--- src/rtl/mem_stage_pkg.sv ---
// Shared encodings for the memory-access stage: access sizes, FSM states, byte masks.
// Latency: none (constants and a combinational helper only).
// Backpressure: not applicable.
package mem_stage_pkg;

  // One-hot access size as produced by decode
  localparam logic [3:0] SZ_B = 4'b0001;
  localparam logic [3:0] SZ_H = 4'b0010;
  localparam logic [3:0] SZ_W = 4'b0100;
  localparam logic [3:0] SZ_D = 4'b1000;

  // Unshifted byte-lane masks for each size
  localparam logic [7:0] MASK_B = 8'h01;
  localparam logic [7:0] MASK_H = 8'h03;
  localparam logic [7:0] MASK_W = 8'h0F;
  localparam logic [7:0] MASK_D = 8'hFF;

  typedef enum logic [1:0] {
    ST_IDLE = 2'd0,
    ST_REQ  = 2'd1,
    ST_WAIT = 2'd2
  } state_t;

  // Byte mask for a one-hot size; an illegal size yields no lanes
  function automatic logic [7:0] size_mask(input logic [3:0] sz);
    case (sz)
      SZ_B:    size_mask = MASK_B;
      SZ_H:    size_mask = MASK_H;
      SZ_W:    size_mask = MASK_W;
      SZ_D:    size_mask = MASK_D;
      default: size_mask = 8'h00;
    endcase
  endfunction

endpackage

--- src/rtl/mem_stage_load_formatter.sv ---
// Extracts the addressed bytes from an aligned dcache word and sign/zero-extends them.
// Latency: purely combinational.
// Backpressure: none; output follows inputs.
module load_formatter
  import mem_stage_pkg::*;
#(
  parameter int DATA_W = 64
) (
  input  logic [DATA_W-1:0] rdata,
  input  logic [2:0]        offset,
  input  logic [3:0]        size,
  input  logic              is_unsigned,
  output logic [DATA_W-1:0] load_data
);

  logic [DATA_W-1:0] sh;

  // Shift the addressed byte to lane 0, then extend according to size
  always_comb begin
    sh = rdata >> {offset, 3'b000};
    load_data = sh;
    case (size)
      SZ_B: load_data = is_unsigned ? {{(DATA_W-8){1'b0}}, sh[7:0]}
                                    : {{(DATA_W-8){sh[7]}}, sh[7:0]};
      SZ_H: load_data = is_unsigned ? {{(DATA_W-16){1'b0}}, sh[15:0]}
                                    : {{(DATA_W-16){sh[15]}}, sh[15:0]};
      SZ_W: load_data = is_unsigned ? {{(DATA_W-32){1'b0}}, sh[31:0]}
                                    : {{(DATA_W-32){sh[31]}}, sh[31:0]};
      default: load_data = sh;
    endcase
  end

endmodule

--- src/rtl/mem_stage.sv ---
// Memory stage: issues one dcache request per load/store and formats the returned load data.
// Latency: detect, request handshake, response -- 3 cycles minimum; stall drops on the response cycle.
// Backpressure: request fields held until req_ready; mem_stall freezes the pipe while an access is open.
module mem_stage
  import mem_stage_pkg::*;
#(
  parameter int ADDR_W = 64,
  parameter int DATA_W = 64
) (
  input  logic              clock,
  input  logic              reset_n,
  input  logic              valid,
  input  logic              is_load,
  input  logic              is_store,
  input  logic              is_unsigned,
  input  logic [3:0]        ls_size,
  input  logic [ADDR_W-1:0] ls_address,
  input  logic [DATA_W-1:0] store_data,
  output logic              req_valid,
  input  logic              req_ready,
  output logic [ADDR_W-1:0] req_addr,
  output logic              req_wen,
  output logic [DATA_W-1:0] req_wdata,
  output logic [7:0]        req_wmask,
  input  logic              resp_valid,
  input  logic [DATA_W-1:0] resp_rdata,
  output logic              mem_stall,
  output logic [DATA_W-1:0] load_data,
  output logic              misalign
);

  state_t            state, state_nxt;
  logic              mem_op, illegal, off_bad, latch_en;
  logic [2:0]        offset;
  logic [ADDR_W-1:0] r_addr;
  logic              r_wen, r_uns;
  logic [DATA_W-1:0] r_wdata;
  logic [7:0]        r_wmask;
  logic [3:0]        r_size;
  logic [2:0]        r_off;
  logic [DATA_W-1:0] fmt_data;

  assign offset = ls_address[2:0];
  assign mem_op = valid & (is_load | is_store);

  // Alignment and legality check; an illegal encoding is reported the same way as misalignment
  always_comb begin
    illegal = is_load & is_store;
    off_bad = 1'b0;
    case (ls_size)
      SZ_B:    off_bad = 1'b0;
      SZ_H:    off_bad = offset[0];
      SZ_W:    off_bad = |offset[1:0];
      SZ_D:    off_bad = |offset;
      default: illegal = 1'b1;
    endcase
    misalign = mem_op & (illegal | off_bad);
  end

  // FSM state register
  always_ff @(posedge clock or negedge reset_n) begin
    if (!reset_n) state <= ST_IDLE;
    else          state <= state_nxt;
  end

  // FSM next state, request valid and stall
  always_comb begin
    state_nxt = state;
    latch_en  = 1'b0;
    req_valid = 1'b0;
    mem_stall = 1'b0;
    case (state)
      ST_IDLE: begin
        if (mem_op && !misalign) begin
          latch_en  = 1'b1;
          mem_stall = 1'b1;
          state_nxt = ST_REQ;
        end
      end
      ST_REQ: begin
        req_valid = 1'b1;
        mem_stall = 1'b1;
        if (req_ready) state_nxt = ST_WAIT;
      end
      ST_WAIT: begin
        if (resp_valid) state_nxt = ST_IDLE;
        else            mem_stall = 1'b1;
      end
      default: state_nxt = ST_IDLE;
    endcase
  end

  // Capture the access on detect; fields stay frozen until the next access is accepted
  always_ff @(posedge clock or negedge reset_n) begin
    if (!reset_n) begin
      r_addr  <= '0;
      r_wen   <= 1'b0;
      r_wdata <= '0;
      r_wmask <= '0;
      r_size  <= '0;
      r_uns   <= 1'b0;
      r_off   <= '0;
    end else if (latch_en) begin
      r_addr  <= {ls_address[ADDR_W-1:3], 3'b000};
      r_wen   <= is_store;
      r_wdata <= store_data << {offset, 3'b000};
      r_wmask <= size_mask(ls_size) << offset;
      r_size  <= ls_size;
      r_uns   <= is_unsigned;
      r_off   <= offset;
    end
  end

  assign req_addr  = r_addr;
  assign req_wen   = r_wen;
  assign req_wdata = r_wdata;
  assign req_wmask = r_wmask;

  load_formatter #(.DATA_W(DATA_W)) u_fmt (
    .rdata       (resp_rdata),
    .offset      (r_off),
    .size        (r_size),
    .is_unsigned (r_uns),
    .load_data   (fmt_data)
  );

  // Load result is presented only on the response cycle of a load
  assign load_data = (state == ST_WAIT && resp_valid && !r_wen) ? fmt_data : '0;

endmodule

--- config.mk ---
export PLATFORM = sky130hd
export DESIGN_NAME = mem_stage
export DESIGN_NICKNAME = d
export VERILOG_FILES = /design/src/rtl/mem_stage_pkg.sv /design/src/rtl/mem_stage_load_formatter.sv /design/src/rtl/mem_stage.sv
export SDC_FILE = /design/constraint.sdc
export NUM_CORES = 1
export LEC_CHECK = 0
export ABC_AREA = 1
export CORE_ASPECT_RATIO = 0.75
export CORE_MARGIN = 2
export CORE_UTILIZATION = 44
export CTS_CLUSTER_SIZE = 20
export DETAILED_ROUTE_END_ITERATION = 10
export PLACE_DENSITY_LB_ADDON = 0.15
export SYNTH_ARGS = -nofsm -noshare
export SYNTH_HDL_FRONTEND = slang
export SYNTH_SLANG_ARGS = --single-unit
--- constraint.sdc ---
create_clock -name clock -period 2.35 [get_ports clock]
set_input_delay 0.5875 -clock clock [delete_from_list [all_inputs] [get_ports clock]]
set_output_delay 0.5875 -clock clock [all_outputs]
set_load 0.02 [all_outputs]
==> metrics, run 1 <==
outcome=finished, violations left; failing checks=setup timing; Initial Util=~45%; critical path startpoint category=flop; Power Dens Cells=between 1000 and 1500 mW/mm^2; Synth Cell Area=0.009748 sq mm; drt drc=0; initial antenna violation count=2; DP Wirelength=around 30,000 um; initial DRC count=1,832; Clock transition at path regs=0.07 ns; Seq/Total Area, Yosys=between 30 and 40%; pin count of the biggest net entering global routing=87; gpl congestion=around 1.0; clk_lat worst skew=between 0.4 and 0.5 ns; DR pass1 iterations=6; CTS tree=yes; Core Footprint=roughly 0.022 sq mm; worst setup path start=r_off[0]; Fillers=1,534; Fmax=around 330 MHz; # port buffers=roughly 400; Setup Viol. Count Final=64; layout cells sized above 1=26.26%; Max Slew Vio Count=0; Reg2Reg Capture Point=req_addr[57]; worst path bufs/invs=6; Clock Skew=approximately 0.014 ns; die width=about 180 um; Hold-fix buffers, CTS=0; yosys warns=0; Final Non-Filler Cells=2,400; placed insts=2,274; CTS Sinks=approximately 140; root buffer cell=clkbuf_16; Nets=2,293; flops & latches, synth=~140; final wirelength=46,990 um; FFs w/ async S/R, synth=100.0%; Crit path required time=between 1.5 and 2 ns; number of synthesized flops with an enable pin=0; ys flop type=dfrtp_1; Vias/cell=roughly 5.6; family with the most delay on the worst path=buffers and inverters; die height=~130 um; Final Hold Fails=0; minimum clock period after layout=3.065 ns; crit path DAT=roughly 2.5 ns; Worst Setup Path Type=reg2out; Hold Slack=roughly 0.050 ns; drt wl/cell=just under 20 um; CTS Buf Count=17; Synth Area per Inst=about 6.3 sq um; multi-input logic area=about 0.0063 sq mm; commonest cells after routing, fill and taps aside=660 x nand2_1, 321 x clkdlybuf4s50_1, 181 x buf_4; final setup margin=-0.7148 ns; Fin Setup TNS=-31.71 ns; Crit. End Element=output pin; Area Growth Syn to Fin=78.66%; post-synth cell types=30; # rows=between 40 and 50; die area=0.02337 sq mm; GRT Residual Overflow=0; Slowest Stage Delay on Critical Path=0.47 ns; H-tree depth=4; Post-DP Area=around 0.015 sq mm; Slew headroom=a little over three fifths; Critical Path Sink=load_data[37]; unrepaired setup endpoints after global routing=yes; Antenna Nets Post-Route=0; worst path cell trace=buf_6 > clkinv_8 > buf_6 > buf_12 > nand2_1 > o21ai_1 > o21ai_2 > nand2_1 > nand2_1 > inv_1 > nor3_4 > buf_6; GRT Total Usage=37.17%; worst slew pin tran=around 0.56 ns; CP max stage cell=dfrtp_2; Post-Synthesis Cells=about 1,600; first-pass GRT wire length=68,280 um; Reg2Reg Setup Slack=between 0.4 and 0.5 ns; HP Class=in2async; R2R depth=11; leakage=approximately 8.6 nW; vias in the first global route=around 13,000; Max VDD drop=approximately 0.00064 V; Tcrit/Tclk final=130.4%; Ports=408; reg2reg start=state[1]; max_cap viols=0; post-route cell area=0.01742 sq mm; worst-path fanout max=6; WP depth=12; register area=around 0.0036 sq mm; CTS Buffer Depth=2; DP Worst Slack=-0.9665 ns; vias=13,473; commonest non-fill, non-tap cell in the layout=nand2_1
==> area by class of cell <==
cell class	count	share of cell area, %
antenna	4	0.05748
sequential	144	20.72
timing repair buffer	627	35.58
clock inverter	15	1.092
multi-input combinational	1218	36.00
timing repair inverter	2	0.1581
tap	294	2.112
inverter	79	1.832
clock buffer	17	2.443
==> worst min-delay path by stage <==
stage,endpoint,slack [ns]
floorplan,r_off[0],0.29
global placement,req_addr[6],0.46
detailed placement,req_addr[58],0.47
CTS,req_addr[5],0.08
global route,req_addr[5],0.08
finish,req_addr[5],0.05
==> per-layer routing <==
| layer | track usage, % | wire (um) | vias to the layer above |
|---|---|---|---|
| li1 | - | - | 6069 |
| met4 | 16.53 | 3136 | 0 |
| met1 | 50.20 | 18130 | 6158 |
| met2 | 57.76 | 20630 | 992 |
| met5 | 0 | 0 | - |
| met3 | 7.730 | 5098 | 254 |
==> synthesized netlist by cell type (10+ instances only) <==
cell type  count  share of area, %
buf_6         10               1.2
buf_4         10              0.77
o21ai_1       33               1.7
a21oi_1       54               2.8
clkbuf_1      43               1.7
buf_2         41               2.1
dfrtp_1      144                37
or2_2         14              0.90
buf_1         10              0.39
nand2_1      725                28
inv_1         71               2.7
nand3_1      133               6.8
nor3_1        39               2.0
o211ai_1      27               2.1
o21ai_0       95               4.9
nor2_1        69               2.7
==> registers in the layout (all words and copies together), names as in the netlist <==
| register | cells |
|---|---|
| req_wmask | 8 |
| req_addr | 61 |
| req_wdata | 64 |
| state | 2 |
| r_uns | 1 |
| r_off | 3 |
| req_wen | 1 |
| r_size | 4 |
==> stage by stage <==
step / utilization [%] / power, mW
2_1_floorplan: - / 8.137
3_3_place_gp: 68.06 / 11.96
3_5_place_dp: 68.06 / 12.05
4_1_cts: 77.59 / 17.19
5_1_grt: 79.59 / 19.04
6_report: 79.61 / 18.22
==> worst register-to-register path: cells and delay by family (launching register included) <==
family,cells,cell delay [ns]
flip-flops,1,0.38
AND/OR/NAND/NOR,5,0.59
buffers and inverters,6,0.90
==> kinds of logic (layout without fill, tap and decap cells) <==
group | after synthesis | count (layout) | share of synthesized area (%)
DFF | 144 | 144 | 36.97
muxes | 6 | 6 | 0.6161
buffers and inverters | 193 | 740 | 9.139
other | 1 | 7 | 0.03847
AOI/OAI and AO/OA | 218 | 218 | 12.10
and+or+nand+nor | 991 | 991 | 41.14
==> repair_timing <==
item,in CTS,in global routing
resized for setup,623,143
setup endpoints to repair,103,71
gates cloned,10,0
pin swaps,43,70
hold endpoints to repair,0,0
buffers inserted,78,18
==> where the power goes <==
group	switching, mW	internal, mW	total, mW	leakage [nW]
clock network	1.27	1.63	2.90	0.301
registers	0.540	3.25	3.79	1.86
logic	6.32	5.21	11.5	6.40
total	8.13	10.1	18.2	8.57
No activity file was read; power rests on OpenSTA's default activity.
==> inputs of run 2 (changes only) <==
TNS_END_PERCENT = 5   (was default)
==> metrics, run 2 (same netlist as run 1, synthesis figures left out) <==
CTS Buffer Depth=2 (unchanged); post-route cell area=0.01615 sq mm (-7.3%); Antenna Nets Post-Route=0 (unchanged); Area Growth Syn to Fin=65.63%; clk_lat worst skew=0.42 ns (about the same); met1 Track Usage GR=46.98% (-3.2 points); leakage=8.009 nW (-6.5%); Max VDD drop=0.0006301 V (-0.83%); GR Layer Usage met2=51.86% (-5.9 points); Crit path required time=1.76 ns (about the same); Power Dens Cells=1009 mW/mm^2 (-3.6%); Fmax=346.3 MHz (+6.1%); Design Power=16.29 mW (-11%); initial antenna violation count=2 (unchanged); Ports=408 (unchanged); root buffer cell=clkbuf_16; initial DRC count=1,472 (-20%); clock network fraction of total power=16.8% (+0.9 points); switching power=7.275 mW (-11%); commonest non-fill, non-tap cell in the layout=nand2_1; critical path startpoint category=flop; Reg2Reg Capture Point=req_wdata[9]; Slew headroom=58.87% (-4.0 points); die height=132.9 um (unchanged); # rows=47 (unchanged); Clock Skew=0.01186 ns (-0.002365 ns); Final Hold Fails=0 (unchanged); outcome=finished, violations left; Top Usage Layer GRT=met2; Reg2Reg Setup Slack=0.65 ns (+0.24 ns); reg2reg start=state[1]; vias=12,548 (-6.9%); HP Class=in2async; # port buffers=404 (unchanged); Fin Setup TNS=-29.19 ns (+2.521 ns); switch share=44.67% (+0.056 points); worst-path fanout max=8 (+2); Vias/cell=5.376 (-4.2%); final wirelength=41,830 um (-11%); DP Wirelength=29,640 um (-2.2%); crit path DAT=2.30 ns (-0.18 ns); drt drc=0 (unchanged); global routing usage on met3=7.414% (-0.32 points); final setup margin=-0.5376 ns (+0.1772 ns); Crit. End Element=output pin; CTS Buf Count=17 (unchanged); vias in the first global route=11,339 (-10%); first-pass GRT wire length=62,190 um (-8.9%); DR pass1 iterations=7 (+1); CTS tree=yes; Initial Util=44.56% (unchanged); Clock transition at path regs=0.08 ns (about the same); unrepaired setup endpoints after global routing=yes; Internal Dissipation=9.011 mW (-11%); GRT Total Usage=33.77% (-3.4 points); pin count of the biggest net entering global routing=102 (+17%); Flop pwr share=23.0% (+2.2 points); combinational share of power=60.1% (-3.2 points); commonest cells after routing, fill and taps aside=703 x nand2_1, 324 x clkdlybuf4s50_1, 168 x buf_4; Core Footprint=0.02188 sq mm (unchanged); minimum clock period after layout=2.888 ns (-0.1772 ns); Max Slew Vio Count=0 (unchanged); layout cells sized above 1=19.68% (-6.6 points); Setup Viol. Count Final=66 (+3.1%); die area=0.02337 sq mm (unchanged); number of flip-flops in the largest register=64 (unchanged); worst slew pin tran=0.6170 ns (+0.06050 ns); failing checks=setup timing; Worst Setup Path Type=reg2out; Post-DP Area=0.01472 sq mm (-1.1%); DP Worst Slack=-1.102 ns (-0.1356 ns); Hold-fix buffers, CTS=0 (unchanged); Tcrit/Tclk final=122.9% (-7.5 points); max_cap viols=0 (unchanged); R2R depth=9 (-2); drt wl/cell=17.92 um (-8.5%); gpl congestion=0.9758 (-4.4%); die width=175.9 um (unchanged); Nets=2,229 (-2.8%); H-tree depth=4 (unchanged); GRT Residual Overflow=0 (unchanged); CTS Sinks=144 (unchanged); Fillers=1,787 (+16%)
[run 2: cell types whose count changed in the layout (fill, tap and decap cells not counted), moves of 9 or more]
cell	previous run	this run
o21ai_2	29	15
buf_8	12	3
nand2_2	52	17
nand3_1	104	115
or2_4	12	2
buf_4	181	168
or2_2	2	12
buf_6	69	21
nand2_1	660	703
[run 2: final cells by class]
type / count / area [sq um] / share of cell area [%]
Inverter: 79 / 324.1 / 2.007
Timing Repair inverter: 1 / 6.256 / 0.03875
Timing Repair Buffer: 564 / 5440 / 33.69
Clock buffer: 17 / 425.4 / 2.635
Multi-Input combinational cell: 1218 / 5806 / 35.96
Sequential cell: 144 / 3606 / 22.33
Antenna cell: 2 / 5.005 / 0.03100
Tap cell: 294 / 367.9 / 2.278
Clock inverter: 15 / 165.2 / 1.023
[run 2: worst max path at each step]
stage	start	end	slack, ns	cells past startpoint
after floorplan	resp_valid	load_data[59]	-0.13	8
after global placement	resp_rdata[63]	load_data[49]	-1.02	11
after detailed placement	resp_rdata[63]	load_data[37]	-1.10	10
after CTS	r_off[0]	load_data[19]	-0.62	12
after global routing	r_off[1]	load_data[37]	-0.64	11
final	r_off[0]	load_data[37]	-0.54	12
[run 2: power groups by stage]
stage	combinational [mW]	sequential (mW)	clock [mW]
after floorplan	3.46	4.57	0
after global placement	8.08	3.75	0
after detailed placement	8.17	3.76	0
after CTS	8.70	3.75	2.76
after global routing	10.4	3.84	2.88
final	9.79	3.75	2.74
[run 2: timing repair]
| item | in CTS | in global routing |
|---|---|---|
| gates cloned | 2 | 6 |
| setup buffers | 6 | 14 |
| pin swaps | 15 | 37 |
| resized for setup | 400 | 161 |
| endpoints found under the setup margin | 135 | 175 |
[run 2: critical path, cell delays in order, from the launching register on]
cell and delay, ns:
dfrtp_2 0.42, buf_12 0.16, buf_12 0.15, nand2_2 0.09, nand3_2 0.09, nand3_2 0.10, nand3_2 0.11, nand2_4 0.10
nor2_4 0.04, buf_12 0.14, buf_6 0.12, nor3_2 0.17, buf_4 0.17
[run 2: metal layers]
layer | wire length (um) | vias to the layer above
met4 | 1734 | 0
li1 | - | 5935
met3 | 4012 | 138
met1 | 17490 | 5755
met2 | 18590 | 720
met5 | 0 | -
[run 2: stage by stage]
step	utilization, %	hold slack (ns)	std cells
3_3_place_gp	67.28	0.4604	2273
3_5_place_dp	67.28	0.4640	2273
5_1_grt	73.80	0.06557	2334
6_report	73.80	0.05389	2334
4_1_cts	71.01	0.06141	2313
2_1_floorplan	-	0.2919	1555
==> inputs of run 3 (changes only) <==
CORE_UTILIZATION = 45   (was 44)
CTS_BUF_LIST = sky130_fd_sc_hd__clkbuf_4 sky130_fd_sc_hd__clkbuf_8   (was default)
CTS_CLUSTER_SIZE = default   (was 20)
SKIP_LAST_GASP = 1   (was default)
==> metrics, run 3 (same netlist as run 1, synthesis figures left out) <==
outcome=finished, violations left; failing checks=setup timing; Hold-fix buffers, CTS=0 (unchanged); Ports=408 (unchanged); initial DRC count=1,275 (-13%); Nets=2,218 (-0.49%); commonest cells after routing, fill and taps aside=719 x nand2_1, 335 x clkdlybuf4s50_1, 143 x dfrtp_1; critical path startpoint category=flop; Initial Util=46.02% (+1.5 points); number of flip-flops in the largest register=64 (unchanged); Clock transition at path regs=0.11 ns (+0.03 ns); Worst Setup Path Type=reg2out; crit path DAT=2.43 ns (+0.13 ns); worst path cell trace=clkinv_4 > buf_6 > nand2_1 > nand3_2 > nand3_2 > nand2_2 > nand2_4 > nand2_4 > nor2_4 > clkbuf_16 > buf_8 > buf_6 > nor3_4 > buf_6; unrepaired setup endpoints after global routing=yes; n_diodes=0 (-2); CTS tree=yes; max_cap viols=0 (unchanged); Tcrit/Tclk final=128.4% (+5.5 points); Crit. End Element=output pin; DP Wirelength=30,640 um (+3.4%); GRT Residual Overflow=0 (unchanged); Clock Skew=0.02280 ns (+0.01095 ns); die area=0.02287 sq mm (-2.2%); first-pass GRT wire length=60,540 um (-2.7%); # rows=46 (-2.1%); Antenna Nets Post-Route=0 (unchanged); CP max stage cell=dfrtp_2; Slew headroom=56.75% (-2.1 points); Final Non-Filler Cells=2,315 (-0.81%); vias in the first global route=11,243 (-0.85%); Max VDD drop=0.0006271 V (-0.48%); drt wl/cell=17.31 um (-3.4%); most used cell, CP=buf_6; H-tree depth=4 (unchanged); Fillers=1,852 (+3.6%); clk_lat worst skew=0.47 ns (+0.05 ns); minimum clock period after layout=3.016 ns (+0.1286 ns); initial antenna violation count=0 (-2); worst slew pin tran=0.6487 ns (+0.03172 ns); CTS Buffer Depth=2 (unchanged); final setup margin=-0.6662 ns (-0.1286 ns); family with the most delay on the worst path=buffers and inverters; Core Footprint=0.02118 sq mm (-3.2%); drt drc=0 (unchanged); Final Hold Fails=0 (unchanged); die height=131.5 um (-1.1%); Reg2Reg Setup Slack=0.22 ns (-0.43 ns); root buffer cell=clkbuf_8; Crit path required time=1.76 ns (about the same); Vias/cell=5.291 (-1.6%); Power Dens Cells=952.8 mW/mm^2 (-5.5%); Fmax=331.5 MHz (-4.3%); GRT Total Usage=33.59% (-0.19 points); leakage=7.748 nW (-3.3%); HP Class=in2async; CTS Sinks=144 (unchanged); DR pass1 iterations=6 (-1); # port buffers=404 (unchanged); placed insts=2,274 (+0.044%); gpl congestion=0.9706 (-0.53%); Slowest Stage Delay on Critical Path=0.44 ns (+0.02 ns); layout cells sized above 1=14.26% (-5.4 points); Max Slew Vio Count=0 (unchanged); CTS Buf Count=17 (unchanged); die width=174.0 um (-1.1%); Setup Viol. Count Final=164 (+150%); worst-path fanout max=8 (unchanged); Area Growth Syn to Fin=56.89%; vias=12,248 (-2.4%); commonest non-fill, non-tap cell in the layout=nand2_1; pin count of the biggest net entering global routing=146 (+43%); worst path bufs/invs=6 (+1); final wirelength=40,080 um (-4.2%); Hold Slack=0.02847 ns (-0.02542 ns)
run 3: layout make-up:
type	instances	area, sq um	area share (%)
well taps	288	360.3	2.356
flip-flops and latches	144	3605	23.57
repair buffers	554	5186	33.91
multi-input cells	1218	5436	35.55
clock buffers	17	234.0	1.530
inverters	79	314.1	2.054
clock inverters	15	157.7	1.031
run 3: path summary, 6_finish.rpt:
kind                       cells past startpoint            end         start
setup reg to reg                              11        req_wen      state[0]
hold reg to reg                                2   req_addr[63]  req_addr[63]
setup / recovery                              14  load_data[57]      r_off[0]
hold / removal                                 1   req_addr[13]       reset_n
max in group asynchronous                      2        req_wen       reset_n
min in group clock                             2   req_addr[63]  req_addr[63]
run 3: metrics by stage:
step	power, mW	area (sq um)	util, %	setup WS [ns]	setup TNS [ns]
finish	14.57	15290	72.21	-0.6662	-66.54
detailed placement	12.01	14780	69.77	-0.9754	-147.41
global placement	11.92	14780	69.77	-1.015	-137.40
floorplan	8.032	9756	-	-0.1337	-1.235
CTS	14.05	15100	71.28	-0.6927	-65.68
global route	15.46	15290	72.21	-0.7677	-93.56
run 3: where the power goes:
| part | switching (mW) | internal [mW] |
|---|---|---|
| Clock | 1.20 | 0.803 |
| Combinational | 4.93 | 3.89 |
| Sequential | 0.510 | 3.24 |
run 3: routing by layer:
metal	up-vias	track usage (%)	part of all wire (%)
met2	678	51.35	44
met5	-	0	0
li1	5883	-	-
met1	5588	45.76	42
met4	0	14.15	4.3
met3	99	7.813	10
run 3: what timing repair did:
item / CTS / global route
setup endpoints to repair: 161 / 209
cloned: 0 / 1
gates resized for setup: 93 / 193
setup buffers: 1 / 8
pin swaps: 1 / 10
